--- src/rtl/exe_stage_if.sv ---
// ----------------------------------------------------------------------------
// exe_stage_if -- data SRAM request channel between the EXE stage and memory.
//
//   data_sram_req      EXE -> MEM  request valid
//   data_sram_wr       EXE -> MEM  1 = store, 0 = load
//   data_sram_size     EXE -> MEM  0 byte, 1 half, 2 word
//   data_sram_wstrb    EXE -> MEM  byte lane enables (stores only)
//   data_sram_addr     EXE -> MEM  byte address
//   data_sram_wdata    EXE -> MEM  lane-replicated store data
//   data_sram_addr_ok  MEM -> EXE  request accepted this cycle
// ----------------------------------------------------------------------------
interface exe_stage_if;
  logic        data_sram_req;
  logic        data_sram_wr;
  logic [1:0]  data_sram_size;
  logic [3:0]  data_sram_wstrb;
  logic [31:0] data_sram_addr;
  logic [31:0] data_sram_wdata;
  logic        data_sram_addr_ok;

  modport master (
    output data_sram_req, data_sram_wr, data_sram_size, data_sram_wstrb,
           data_sram_addr, data_sram_wdata,
    input  data_sram_addr_ok
  );

  modport slave (
    input  data_sram_req, data_sram_wr, data_sram_size, data_sram_wstrb,
           data_sram_addr, data_sram_wdata,
    output data_sram_addr_ok
  );
endinterface

--- src/rtl/exe_stage.sv ---
// ----------------------------------------------------------------------------
// exe_stage -- pipeline EXE stage: ALU, address generation, alignment check
// and data SRAM request issue with a request/handshake FSM.
//
// Ports
//   clk, resetn                 clock, async active-low reset
//   ds_to_es_valid/es_allowin   ID -> EXE handshake
//   ds_*                        ID payload (pc, alu op, operands, mem op,
//                               store data, reg write, exceptions)
//   ms_allowin                  MEM stage can accept
//   es_to_ms_valid, es_pc       EXE -> MEM valid and PC
//   es_rf_collect               {res_from_mem, rf_we, rf_waddr, result}
//   mem_inst_bus                {ld_w, ld_h, ld_hu, ld_b, ld_bu}
//   es_to_ms_bus                {wait_data_ok, except[6:0]}
//   except_flush, ms_ex, wb_ex  flush / exception pending downstream
//   dmem                        data SRAM request channel (master side)
// ----------------------------------------------------------------------------
module exe_stage (
  input  logic        clk,
  input  logic        resetn,
  input  logic        ds_to_es_valid,
  output logic        es_allowin,
  input  logic [31:0] ds_pc,
  input  logic [2:0]  ds_alu_op,
  input  logic [31:0] ds_src1,
  input  logic [31:0] ds_src2,
  input  logic [7:0]  ds_mem_op,
  input  logic [31:0] ds_st_data,
  input  logic        ds_rf_we,
  input  logic [4:0]  ds_rf_waddr,
  input  logic [6:0]  ds_except,
  input  logic        ms_allowin,
  output logic        es_to_ms_valid,
  output logic [31:0] es_pc,
  output logic [38:0] es_rf_collect,
  output logic [4:0]  mem_inst_bus,
  output logic [7:0]  es_to_ms_bus,
  input  logic        except_flush,
  input  logic        ms_ex,
  input  logic        wb_ex,
  exe_stage_if.master dmem
);

  typedef enum logic [1:0] {
    S_IDLE = 2'd0,  // no request outstanding
    S_REQ  = 2'd1,  // request raised, waiting for addr_ok
    S_SENT = 2'd2   // request accepted, waiting to move to MEM
  } state_e;

  state_e      state_q, state_d;
  logic        es_valid_q;
  logic [31:0] pc_q, src1_q, src2_q, st_data_q;
  logic [2:0]  alu_op_q;
  logic [7:0]  mem_op_q;
  logic        rf_we_q;
  logic [4:0]  rf_waddr_q;
  logic [6:0]  except_q;

  // Mem-op decode; bit order {ld_w, ld_h, ld_hu, ld_b, ld_bu, st_w, st_h, st_b}
  logic ld_w, ld_h, ld_hu, st_w, st_h, st_b;
  logic is_load, is_store, is_mem, op_word, op_half;
  assign ld_w     = mem_op_q[7];
  assign ld_h     = mem_op_q[6];
  assign ld_hu    = mem_op_q[5];
  assign st_w     = mem_op_q[2];
  assign st_h     = mem_op_q[1];
  assign st_b     = mem_op_q[0];
  assign is_load  = |mem_op_q[7:3];
  assign is_store = |mem_op_q[2:0];
  assign is_mem   = is_load | is_store;
  assign op_word  = ld_w | st_w;
  assign op_half  = ld_h | ld_hu | st_h;

  logic [31:0] mem_addr;
  logic        ale;
  logic [6:0]  es_except;
  logic        es_cancel;
  assign mem_addr  = src1_q + src2_q;
  assign ale       = (op_half & mem_addr[0]) | (op_word & (|mem_addr[1:0]));
  assign es_except = except_q | {ale, 6'b0};
  assign es_cancel = (|es_except) | ms_ex | wb_ex | except_flush;

  // ALU
  logic [31:0] alu_result;
  // NOTE: every always_comb output gets a default first so no path leaves
  // it unassigned -- otherwise synthesis infers a latch.
  always_comb begin
    alu_result = 32'd0;
    case (alu_op_q)
      3'd0: alu_result = mem_addr;
      3'd1: alu_result = src1_q - src2_q;
      3'd2: alu_result = {31'd0, $signed(src1_q) < $signed(src2_q)};
      3'd3: alu_result = {31'd0, src1_q < src2_q};
      3'd4: alu_result = src1_q & src2_q;
      3'd5: alu_result = src1_q | src2_q;
      3'd6: alu_result = src1_q ^ src2_q;
      3'd7: alu_result = src2_q;
    endcase
  end

  // Request FSM. In REQ the request is held regardless of ms_ex/wb_ex so the
  // memory side never sees a withdrawn request; only a flush drops it.
  logic sram_req, handshake, es_ready_go, es_leave;
  always_comb begin
    state_d  = state_q;
    sram_req = 1'b0;
    case (state_q)
      S_IDLE:  sram_req = es_valid_q & is_mem & ~es_cancel;
      S_REQ:   sram_req = 1'b1;
      default: sram_req = 1'b0;
    endcase

    handshake   = sram_req & dmem.data_sram_addr_ok;
    es_ready_go = ~is_mem | ((state_q == S_IDLE) & es_cancel) |
                  (state_q == S_SENT) | handshake;
    es_leave    = es_valid_q & es_ready_go & ms_allowin;

    case (state_q)
      S_IDLE: begin
        // Skip SENT when the instruction moves on in the handshake cycle.
        if (handshake)     state_d = es_leave ? S_IDLE : S_SENT;
        else if (sram_req) state_d = S_REQ;
      end
      S_REQ:   if (handshake) state_d = es_leave ? S_IDLE : S_SENT;
      S_SENT:  if (es_leave)  state_d = S_IDLE;
      default: state_d = S_IDLE;
    endcase
    if (except_flush) state_d = S_IDLE;
  end

  assign es_allowin     = ~es_valid_q | (es_ready_go & ms_allowin);
  assign es_to_ms_valid = es_valid_q & es_ready_go;

  // NOTE: sequential state uses non-blocking assignments so every register
  // samples pre-edge values regardless of process ordering.
  always_ff @(posedge clk or negedge resetn) begin
    if (!resetn) begin
      state_q    <= S_IDLE;
      es_valid_q <= 1'b0;
    end else begin
      state_q <= state_d;
      if (except_flush)    es_valid_q <= 1'b0;
      else if (es_allowin) es_valid_q <= ds_to_es_valid;
    end
  end

  // NOTE: payload registers are reset as well, so every output bus reads
  // zero while resetn is low instead of leaking stale operands.
  always_ff @(posedge clk or negedge resetn) begin
    if (!resetn) begin
      pc_q       <= 32'd0;
      alu_op_q   <= 3'd0;
      src1_q     <= 32'd0;
      src2_q     <= 32'd0;
      mem_op_q   <= 8'd0;
      st_data_q  <= 32'd0;
      rf_we_q    <= 1'b0;
      rf_waddr_q <= 5'd0;
      except_q   <= 7'd0;
    end else if (ds_to_es_valid && es_allowin) begin
      pc_q       <= ds_pc;
      alu_op_q   <= ds_alu_op;
      src1_q     <= ds_src1;
      src2_q     <= ds_src2;
      mem_op_q   <= ds_mem_op;
      st_data_q  <= ds_st_data;
      rf_we_q    <= ds_rf_we;
      rf_waddr_q <= ds_rf_waddr;
      except_q   <= ds_except;
    end
  end

  // Store byte lanes and lane-replicated write data
  logic [3:0]  wstrb;
  logic [31:0] wdata;
  always_comb begin
    wstrb = 4'b0000;
    if (st_w)      wstrb = 4'b1111;
    else if (st_h) wstrb = mem_addr[1] ? 4'b1100 : 4'b0011;
    else if (st_b) wstrb = 4'b0001 << mem_addr[1:0];
  end
  assign wdata = st_b ? {4{st_data_q[7:0]}}  :
                 st_h ? {2{st_data_q[15:0]}} : st_data_q;

  assign dmem.data_sram_req   = sram_req;
  assign dmem.data_sram_wr    = is_store;
  assign dmem.data_sram_size  = op_word ? 2'd2 : (op_half ? 2'd1 : 2'd0);
  assign dmem.data_sram_wstrb = wstrb;
  assign dmem.data_sram_addr  = mem_addr;
  assign dmem.data_sram_wdata = wdata;

  assign es_pc         = pc_q;
  assign es_rf_collect = {is_load, rf_we_q, rf_waddr_q, alu_result};
  assign mem_inst_bus  = mem_op_q[7:3];
  // wait_data_ok: a request was accepted for this instruction
  assign es_to_ms_bus  = {(state_q == S_SENT) | handshake, es_except};

endmodule

--- src/flat_wrapper.sv ---
// flat-port wrapper written by rule: the top's interface ports become plain ports
module exe_stage_flat 
  (clk, resetn, ds_to_es_valid, es_allowin, ds_pc, ds_alu_op, ds_src1, ds_src2, ds_mem_op, ds_st_data, ds_rf_we, ds_rf_waddr, ds_except, ms_allowin, es_to_ms_valid, es_pc, es_rf_collect, mem_inst_bus, es_to_ms_bus, except_flush, ms_ex, wb_ex, dmem_data_sram_req, dmem_data_sram_wr, dmem_data_sram_size, dmem_data_sram_wstrb, dmem_data_sram_addr, dmem_data_sram_wdata, dmem_data_sram_addr_ok);
  exe_stage_if dmem_i ();
  input  logic clk;
  input  logic resetn;
  input  logic ds_to_es_valid;
  output logic es_allowin;
  input  logic [31:0] ds_pc;
  input  logic [2:0] ds_alu_op;
  input  logic [31:0] ds_src1;
  input  logic [31:0] ds_src2;
  input  logic [7:0] ds_mem_op;
  input  logic [31:0] ds_st_data;
  input  logic ds_rf_we;
  input  logic [4:0] ds_rf_waddr;
  input  logic [6:0] ds_except;
  input  logic ms_allowin;
  output logic es_to_ms_valid;
  output logic [31:0] es_pc;
  output logic [38:0] es_rf_collect;
  output logic [4:0] mem_inst_bus;
  output logic [7:0] es_to_ms_bus;
  input  logic except_flush;
  input  logic ms_ex;
  input  logic wb_ex;
  output wire logic [$bits(dmem_i.data_sram_req)-1:0] dmem_data_sram_req;
  output wire logic [$bits(dmem_i.data_sram_wr)-1:0] dmem_data_sram_wr;
  output wire logic [$bits(dmem_i.data_sram_size)-1:0] dmem_data_sram_size;
  output wire logic [$bits(dmem_i.data_sram_wstrb)-1:0] dmem_data_sram_wstrb;
  output wire logic [$bits(dmem_i.data_sram_addr)-1:0] dmem_data_sram_addr;
  output wire logic [$bits(dmem_i.data_sram_wdata)-1:0] dmem_data_sram_wdata;
  input wire logic [$bits(dmem_i.data_sram_addr_ok)-1:0] dmem_data_sram_addr_ok;
  assign dmem_data_sram_req = dmem_i.data_sram_req;
  assign dmem_data_sram_wr = dmem_i.data_sram_wr;
  assign dmem_data_sram_size = dmem_i.data_sram_size;
  assign dmem_data_sram_wstrb = dmem_i.data_sram_wstrb;
  assign dmem_data_sram_addr = dmem_i.data_sram_addr;
  assign dmem_data_sram_wdata = dmem_i.data_sram_wdata;
  assign dmem_i.data_sram_addr_ok = dmem_data_sram_addr_ok;
  exe_stage u_core (.clk(clk), .resetn(resetn), .ds_to_es_valid(ds_to_es_valid), .es_allowin(es_allowin), .ds_pc(ds_pc), .ds_alu_op(ds_alu_op), .ds_src1(ds_src1), .ds_src2(ds_src2), .ds_mem_op(ds_mem_op), .ds_st_data(ds_st_data), .ds_rf_we(ds_rf_we), .ds_rf_waddr(ds_rf_waddr), .ds_except(ds_except), .ms_allowin(ms_allowin), .es_to_ms_valid(es_to_ms_valid), .es_pc(es_pc), .es_rf_collect(es_rf_collect), .mem_inst_bus(mem_inst_bus), .es_to_ms_bus(es_to_ms_bus), .except_flush(except_flush), .ms_ex(ms_ex), .wb_ex(wb_ex), .dmem(dmem_i));
endmodule
--- config.mk ---
export PLATFORM = sky130hd
export DESIGN_NAME = exe_stage_flat
export DESIGN_NICKNAME = d
export VERILOG_FILES = /design/src/rtl/exe_stage_if.sv /design/src/rtl/exe_stage.sv /design/src/flat_wrapper.sv
export SDC_FILE = /design/constraint.sdc
export NUM_CORES = 1
export LEC_CHECK = 0
export BUFFER_PORTS_ARGS = -buffer_cell sky130_fd_sc_hd__buf_2
export CAP_MARGIN = 20
export CORE_UTILIZATION = 55
export CTS_CLUSTER_DIAMETER = 40
export CTS_CLUSTER_SIZE = 20
export DETAILED_ROUTE_END_ITERATION = 16
export PLACE_DENSITY = 0.87
export SYNTH_ARGS = -nofsm -noshare
export SYNTH_HDL_FRONTEND = slang
export SYNTH_SLANG_ARGS = --single-unit
--- constraint.sdc ---
create_clock -name clk -period 4.9 [get_ports clk]
set_input_delay 0.98 -clock clk [delete_from_list [all_inputs] [get_ports clk]]
set_output_delay 0.98 -clock clk [all_outputs]
set_load 0.005 [all_outputs]
==> Implementation_results.wiki, run 1 <==
{| class="wikitable"
! Metric !! Value
|-
| Number of antenna violations at the first check in global routing || 7
|-
| Cell at the root of the clock tree || sky130_fd_sc_hd__clkbuf_16
|-
| Initial standard-cell utilization of the core || between 50 and 60%
|-
| HPWL reported at the end of detailed placement || between 20000 and 30000 um
|-
| Max-slew headroom || approximately two fifths
|-
| Remaining antenna violation count || 0
|-
| Number of maximum-capacitance constraint violations || 0
|-
| Crit Reg-Reg Startpoint || u_core.src2_q[0]
|-
| Detailed Route WL || roughly 36000 um
|-
| Via count of the first global-routing pass || 10700
|-
| Global-route total usage across every layer || approximately 31%
|-
| Average via count per standard cell || 5.92
|-
| Crit path from || u_core.src1_q[1]
|-
| Count of hold-fix buffers inserted at cts || 0
|-
| Endpoints failing setup || 0
|-
| Fin Clk Skew || ~18 ps
|-
| Synthesized Nets || ~1500
|-
| Startpoint-to-endpoint class of the critical path || reg -> out
|-
| Final routed wire length divided by cell count || 20.1 um
|-
| Maximum number of pins on one net before global-route repair || between 90 and 100
|-
| Slew at the pin with the worst max-slew slack || between 800 and 900 ps
|-
| FF-to-FF setup slack || around 1200 ps
|-
| Cell Rows || 54
|-
| Cells after Synth || around 1300
|-
| Yosys warning count || 0
|-
| Total via count in the routed design || ~11000
|-
| Clk Latency, worst-skew pair || ~440 ps
|-
| Final #Nets || 1780
|-
| Number of CTS-inserted buffers || 17
|-
| CP Launch Type || flop
|-
| Max-slew violations || 0
|-
| Largest buffer count on any clock path || 2
|-
| Count of flip-flops with a built-in enable after synthesis || 0
|-
| Deepest level of the CTS H-tree || 4
|-
| Data required time at the worst endpoint || a little under 4000 ps
|-
| Final core area utilization || between 60% and 70%
|-
| Yosys top cell by area || sky130_fd_sc_hd__dfrtp_1
|-
| Share of the yosys chip area belonging to registers || a little under a third
|-
| Ratio of cells with drive above 1 in the final layout || a little under two fifths
|-
| Aggregate negative setup slack || 0 ps
|-
| First-pass GRT wire length || 57200 um
|-
| Number of buffers inserted by port buffering || 317
|-
| Clock transition at the registers of the reported paths || ~80 ps
|-
| Register bit total from synthesis || between 150 and 200
|-
| Hold Violations, Final || 0
|-
| CTS Sinks || 155
|-
| Ranking of synthesized cells by instance count || sky130_fd_sc_hd__dfrtp_1, sky130_fd_sc_hd__inv_1, sky130_fd_sc_hd__ha_1
|-
| Top_reg_cell synth || sky130_fd_sc_hd__dfrtp_1
|-
| Power density over cell area || between 300 and 400 nW/um2
|-
| Top cell type's share of synthesized area || between 30% and 40%
|-
| Endpoint kind of the worst setup timing path || primary output
|-
| Placed instance area || ~14000 um2
|-
| Number of detailed-routing iterations run before antenna repair || 5
|-
| Area added between synthesis and finish || 18.6%
|-
| Area of the core || 21900 um2
|-
| Worst min-delay path class || reg -> reg
|-
| Initial detailed-routing violation count || 799
|-
| Global route total overflow || 0
|-
| Number of DRC violations after detailed routing || 0
|-
| Gp weighted congestion || around 1
|-
| Final std cells w/o fill || around 1800
|-
| Count of distinct cell types in the synthesized netlist || between 80 and 90
|-
| Chip Height || about 150 um
|-
| FFs w/ async S/R, synth || 100%
|-
| Final std cell area, no fill || ~15000 um2
|-
| TritonCTS clock tree || done
|-
| Critical hold path startpoint || u_core.es_pc[31]
|-
| Worst-case vdd ir drop || between 0.2 and 0.25 mV
|-
| Maximum achievable frequency || approximately 0.21 GHz
|-
| Data arrival time of the worst path || 3820 ps
|-
| Average footprint of a synthesized cell || a little under 10 um2
|-
| Run status || finished clean
|-
| Die footprint || 23100 um2
|-
| CP Max Fanout || 5
|-
| Placed Cells incl. Taps || roughly 1800
|-
| Static leakage || slightly above 7 nW
|-
| Netlist area before placement || about 12000 um2
|-
| Most repeated cell in the gate-level netlist after synthesis || sky130_fd_sc_hd__dfrtp_1
|-
| Top cells by area in the synthesized netlist || sky130_fd_sc_hd__dfrtp_1, sky130_fd_sc_hd__ha_1, sky130_fd_sc_hd__mux2_4
|-
| Post-route minimum period || ~4800 ps
|-
| Floorplan die width || 152 um
|-
| I/O Pins || between 300 and 400
|-
| Post-route fraction of the period consumed by the critical path || between 90% and 100%
|}
## routing by layer
metal	wire length (um)	up-vias	global-route usage, %
li1	-	4946	-
met5	55	-	0
met4	1180	8	12.5
met2	17900	597	52.9
met1	14100	5102	38.6
met3	3260	101	6.50
## timing repair
item,in CTS,in global routing
endpoints found under the setup margin,1,14
pin swaps,0,3
gates resized for setup,2,16
setup buffers,0,1
## layout by cell type (no fill, tap or decap), types with 67 or more instances in the layout
| cell | instances |
|---|---|
| sky130_fd_sc_hd__buf_2 | 316 |
| sky130_fd_sc_hd__dfrtp_1 | 153 |
| sky130_fd_sc_hd__inv_1 | 130 |
| sky130_fd_sc_hd__ha_1 | 93 |
| sky130_fd_sc_hd__a21oi_1 | 86 |
| sky130_fd_sc_hd__mux2_2 | 83 |
| sky130_fd_sc_hd__mux2_4 | 80 |
| sky130_fd_sc_hd__o21ai_0 | 76 |
| sky130_fd_sc_hd__nor2_1 | 75 |
| sky130_fd_sc_hd__nand2_1 | 67 |
## cell families (layout without fill, tap and decap cells)
logic type      Yosys count  count (layout)  share of synthesized area (%)
compound gates          306             306                           16.3
xor+xnor                 46              46                           3.26
fa+ha+maj                98              98                           10.1
buf+inv                 226             502                           8.36
flops                   155             155                           31.4
mux                     202             202                           22.3
other cells               0               3                              0
simple gates            226             226                           8.35
## state kept, by name, summed over array words and instances (netlist names)
register	count
u_core.alu_op_q	3
u_core.es_pc	32
u_core.es_valid_q	1
u_core.except_q	7
u_core.mem_op_q	8
u_core.rf_waddr_q	5
u_core.rf_we_q	1
u_core.src1_q	32
u_core.src2_q	32
u_core.st_data_q	32
u_core.state_q	2
## power by group
part           switching (mW)  internal (mW)
sequential              0.159           1.44
clock                   0.665          0.692
combinational            1.49           1.21
## worst max-delay path, cell delays in order, from the launching register on
cell	delay, ps
sky130_fd_sc_hd__dfrtp_1	470
sky130_fd_sc_hd__inv_1	120
sky130_fd_sc_hd__ha_1	390
sky130_fd_sc_hd__o21ba_2	170
sky130_fd_sc_hd__a2111o_1	190
sky130_fd_sc_hd__a31oi_2	150
sky130_fd_sc_hd__o31a_2	420
sky130_fd_sc_hd__a2111oi_4	430
sky130_fd_sc_hd__nor2_1	140
sky130_fd_sc_hd__a31o_1	240
sky130_fd_sc_hd__and4_1	210
sky130_fd_sc_hd__o31ai_2	260
sky130_fd_sc_hd__buf_2	170
## area by class of cell
cell class / count / area, um2
multi-input cells: 878 / 7540
fillers: 1758 / 7240
flip-flops and latches: 155 / 3880
repair buffers: 336 / 1770
inverters: 134 / 503
clock buffers: 18 / 429
well taps: 280 / 350
clock inverters: 14 / 168
diodes: 3 / 7.51
## worst paths after layout
kind,cells past startpoint,to
max,12,es_rf_collect[31]
min reg2reg,1,u_core.es_pc[31]
max reg2reg,11,u_core.st_data_q[0]
max in group asynchronous,2,u_core.except_q[0]
min in group asynchronous,1,u_core.src1_q[14]
min,1,u_core.es_pc[31]
## through the flow
step	hold WS, ps	total power [mW]	setup WS (ps)
6_report	507	5.66	105
5_1_grt	525	5.97	-13.9
4_1_cts	510	5.62	41.4
3_5_place_dp	492	4.23	420
3_3_place_gp	484	4.17	486
2_1_floorplan	459	3.35	939
Power figures use the tool's default switching activity.
==> run 2: changes to the inputs <==
PLACE_DENSITY = 0.82   (was 0.87)
==> Implementation_results.wiki, run 2 (synthesized netlist as in run 1, its figures left out) <==
{| class="wikitable"
! Metric !! Value
|-
| Number of buffers inserted by port buffering || 317 (unchanged)
|-
| Max-slew violations || 0 (unchanged)
|-
| Final core area utilization || 67.0% (+0.069 points)
|-
| Max-slew headroom || 28.1% (-12 points)
|-
| Endpoints failing setup || 0 (unchanged)
|-
| CP max-delay cell || sky130_fd_sc_hd__dfrtp_1
|-
| Worst-case vdd ir drop || 0.200 mV (-5.6%)
|-
| Run status || finished clean
|-
| Data required time at the worst endpoint || 3920 ps (about the same)
|-
| Initial detailed-routing violation count || 742 (-7.1%)
|-
| Ratio of cells with drive above 1 in the final layout || 38.9% (+0.70 points)
|-
| Average via count per standard cell || 6.03 (+1.9%)
|-
| Fill cell count || 1750 (-0.46%)
|-
| Hold Violations, Final || 0 (unchanged)
|-
| Clock transition at the registers of the reported paths || 70 ps (about the same)
|-
| Stage delay of the slowest cell on the critical path || 460 ps (about the same)
|-
| Global route total overflow || 0 (unchanged)
|-
| Startpoint-to-endpoint class of the critical path || reg -> out
|-
| I/O Pins || 318 (unchanged)
|-
| Number of DRC violations after detailed routing || 0 (unchanged)
|-
| Commonest cells after routing, fill and taps aside || sky130_fd_sc_hd__buf_2, sky130_fd_sc_hd__dfrtp_1, sky130_fd_sc_hd__inv_1
|-
| Deepest level of the CTS H-tree || 4 (unchanged)
|-
| Floorplan die width || 152 um (unchanged)
|-
| Maximum achievable frequency || 0.207 GHz (-0.70%)
|-
| Final routed wire length divided by cell count || 20.2 um (+0.47%)
|-
| Via count of the first global-routing pass || 10600 (-1.3%)
|-
| Cells along the critical path || inv_1, ha_1, o21ba_2, a2111o_1, a31oi_2, o31a_2, a2111oi_4, nor2_1, a31o_1, and4_1, o31ai_2, buf_2
|-
| CTS Sinks || 155 (unchanged)
|-
| Remaining antenna violation count || 0 (unchanged)
|-
| Final std cell area, no fill || 14700 um2 (+0.10%)
|-
| Slew at the pin with the worst max-slew slack || 1080 ps (+178 ps)
|-
| Clk Latency, worst-skew pair || 450 ps (about the same)
|-
| Post-route fraction of the period consumed by the critical path || 98.6% (+0.69 points)
|-
| Global-route total usage across every layer || 31.0% (-0.11 points)
|-
| Area added between synthesis and finish || 18.7%
|-
| Maximum number of pins on one net before global-route repair || 101 (+6.3%)
|-
| Number of CTS-inserted buffers || 17 (unchanged)
|-
| Final #Nets || 1778 (-0.11%)
|-
| Gp weighted congestion || 0.981 (-2.4%)
|-
| Number of antenna violations at the first check in global routing || 7 (unchanged)
|-
| Leading cell type in the layout, fill and taps excluded || sky130_fd_sc_hd__buf_2
|-
| Post-route minimum period || 4830 ps (+33.8 ps)
|-
| Initial standard-cell utilization of the core || 56.4% (unchanged)
|-
| Area of the core || 21900 um2 (unchanged)
|-
| Placed instance area || 13900 um2 (-0.29%)
|-
| TritonCTS clock tree || done
|-
| Data arrival time of the worst path || 3850 ps (+30 ps)
|-
| Worst min-delay path class || reg -> reg
|-
| Aggregate negative setup slack || 0 ps (unchanged)
|-
| Chip Height || 152 um (unchanged)
|-
| Number of maximum-capacitance constraint violations || 0 (unchanged)
|-
| Number of detailed-routing iterations run before antenna repair || 6 (+1)
|-
| Die footprint || 23100 um2 (unchanged)
|-
| Endpoint kind of the worst setup timing path || primary output
|-
| Cell Rows || 54 (unchanged)
|-
| Cell at the root of the clock tree || sky130_fd_sc_hd__clkbuf_16
|-
| Static leakage || 7.17 nW (-0.34%)
|-
| HPWL reported at the end of detailed placement || 27100 um (-2.2%)
|-
| Detailed Route WL || 36600 um (+0.30%)
|-
| CP Max Fanout || 5 (unchanged)
|-
| Placement Setup Slack || 468 ps (+47.9 ps)
|-
| Fin Clk Skew || 20.3 ps (+2.71 ps)
|-
| Largest buffer count on any clock path || 2 (unchanged)
|-
| Count of hold-fix buffers inserted at cts || 0 (unchanged)
|-
| Total via count in the routed design || 10900 (+1.8%)
|-
| Power density over cell area || 389 nW/um2 (+0.67%)
|-
| First-pass GRT wire length || 56900 um (-0.52%)
|-
| Worst Setup Slack, final || 70.9 ps (-33.8 ps)
|-
| CP Launch Type || flop
|}
-- run 2: cell count changes in the layout (fill, tap and decap cells not counted), sizes merged --
cell    change
buf         -2
clkinv      +3
diode       -1
inv         -3
-- run 2: worst paths after layout --
check                                startpoint              endpoint  slack (ps)  cells after the start
setup reg to reg               u_core.src2_q[0]     u_core.src1_q[17]        1090                     11
hold reg to reg            u_core.st_data_q[20]  u_core.st_data_q[20]         510                      1
max in group asynchronous                resetn  u_core.st_data_q[31]        3280                      2
setup / recovery               u_core.src1_q[1]     es_rf_collect[31]          70                     12
min in group asynchronous                resetn     u_core.src1_q[14]         620                      1
hold / removal             u_core.st_data_q[20]  u_core.st_data_q[20]         510                      1
-- run 2: power breakdown --
group | internal, mW | total [mW] | leakage [nW] | switching [mW]
Clock | 0.703 | 1.38 | 0.297 | 0.672
Combinational | 1.22 | 2.71 | 5.06 | 1.49
Sequential | 1.44 | 1.61 | 1.82 | 0.174
-- run 2: worst max-delay path, delay by kind of cell (launching register included) --
kind | cells | cell delay [ps]
AO/OA/AOI/OAI | 7 | 1920
adder cells (fa/ha/maj) | 1 | 380
buffers and inverters | 2 | 310
flip-flops | 1 | 460
AND/OR/NAND/NOR | 2 | 340
-- run 2: area by class of cell --
| cell class | instances | area, um2 | share of cell area (%) |
|---|---|---|---|
| Clock inverter | 14 | 170 | 1.16 |
| Timing Repair Buffer | 334 | 1730 | 11.8 |
| Tap cell | 280 | 350 | 2.39 |
| Clock buffer | 18 | 439 | 3.00 |
| Sequential cell | 155 | 3880 | 26.5 |
| Antenna cell | 2 | 5.00 | 0.0341 |
| Multi-Input combinational cell | 878 | 7580 | 51.7 |
| Inverter | 134 | 503 | 3.43 |
-- run 2: stage by stage --
| stage | power, mW | hold slack, ps | std cells |
|---|---|---|---|
| 5_1_grt | 5.99 | 525 | 1815 |
| 3_3_place_gp | 4.17 | 484 | 1780 |
| 2_1_floorplan | 3.35 | 459 | 1259 |
| 6_report | 5.70 | 514 | 1815 |
| 3_5_place_dp | 4.23 | 489 | 1780 |
| 4_1_cts | 5.63 | 508 | 1812 |
-- run 2: repair_timing --
item                                    in CTS  in global routing
setup buffers                                0                  1
endpoints found under the setup margin       1                 15
gates resized for setup                      1                 31
pin swaps                                    0                  4
hold endpoints to repair                     0                  0
-- run 2: metal layers --
layer | up-vias | wire [um] | global-route usage (%)
li1 | 4952 | - | -
met4 | 8 | 1460 | 13.5
met3 | 129 | 3120 | 6.85
met1 | 5233 | 14000 | 37.9
met5 | - | 48 | 0
met2 | 622 | 18000 | 52.7
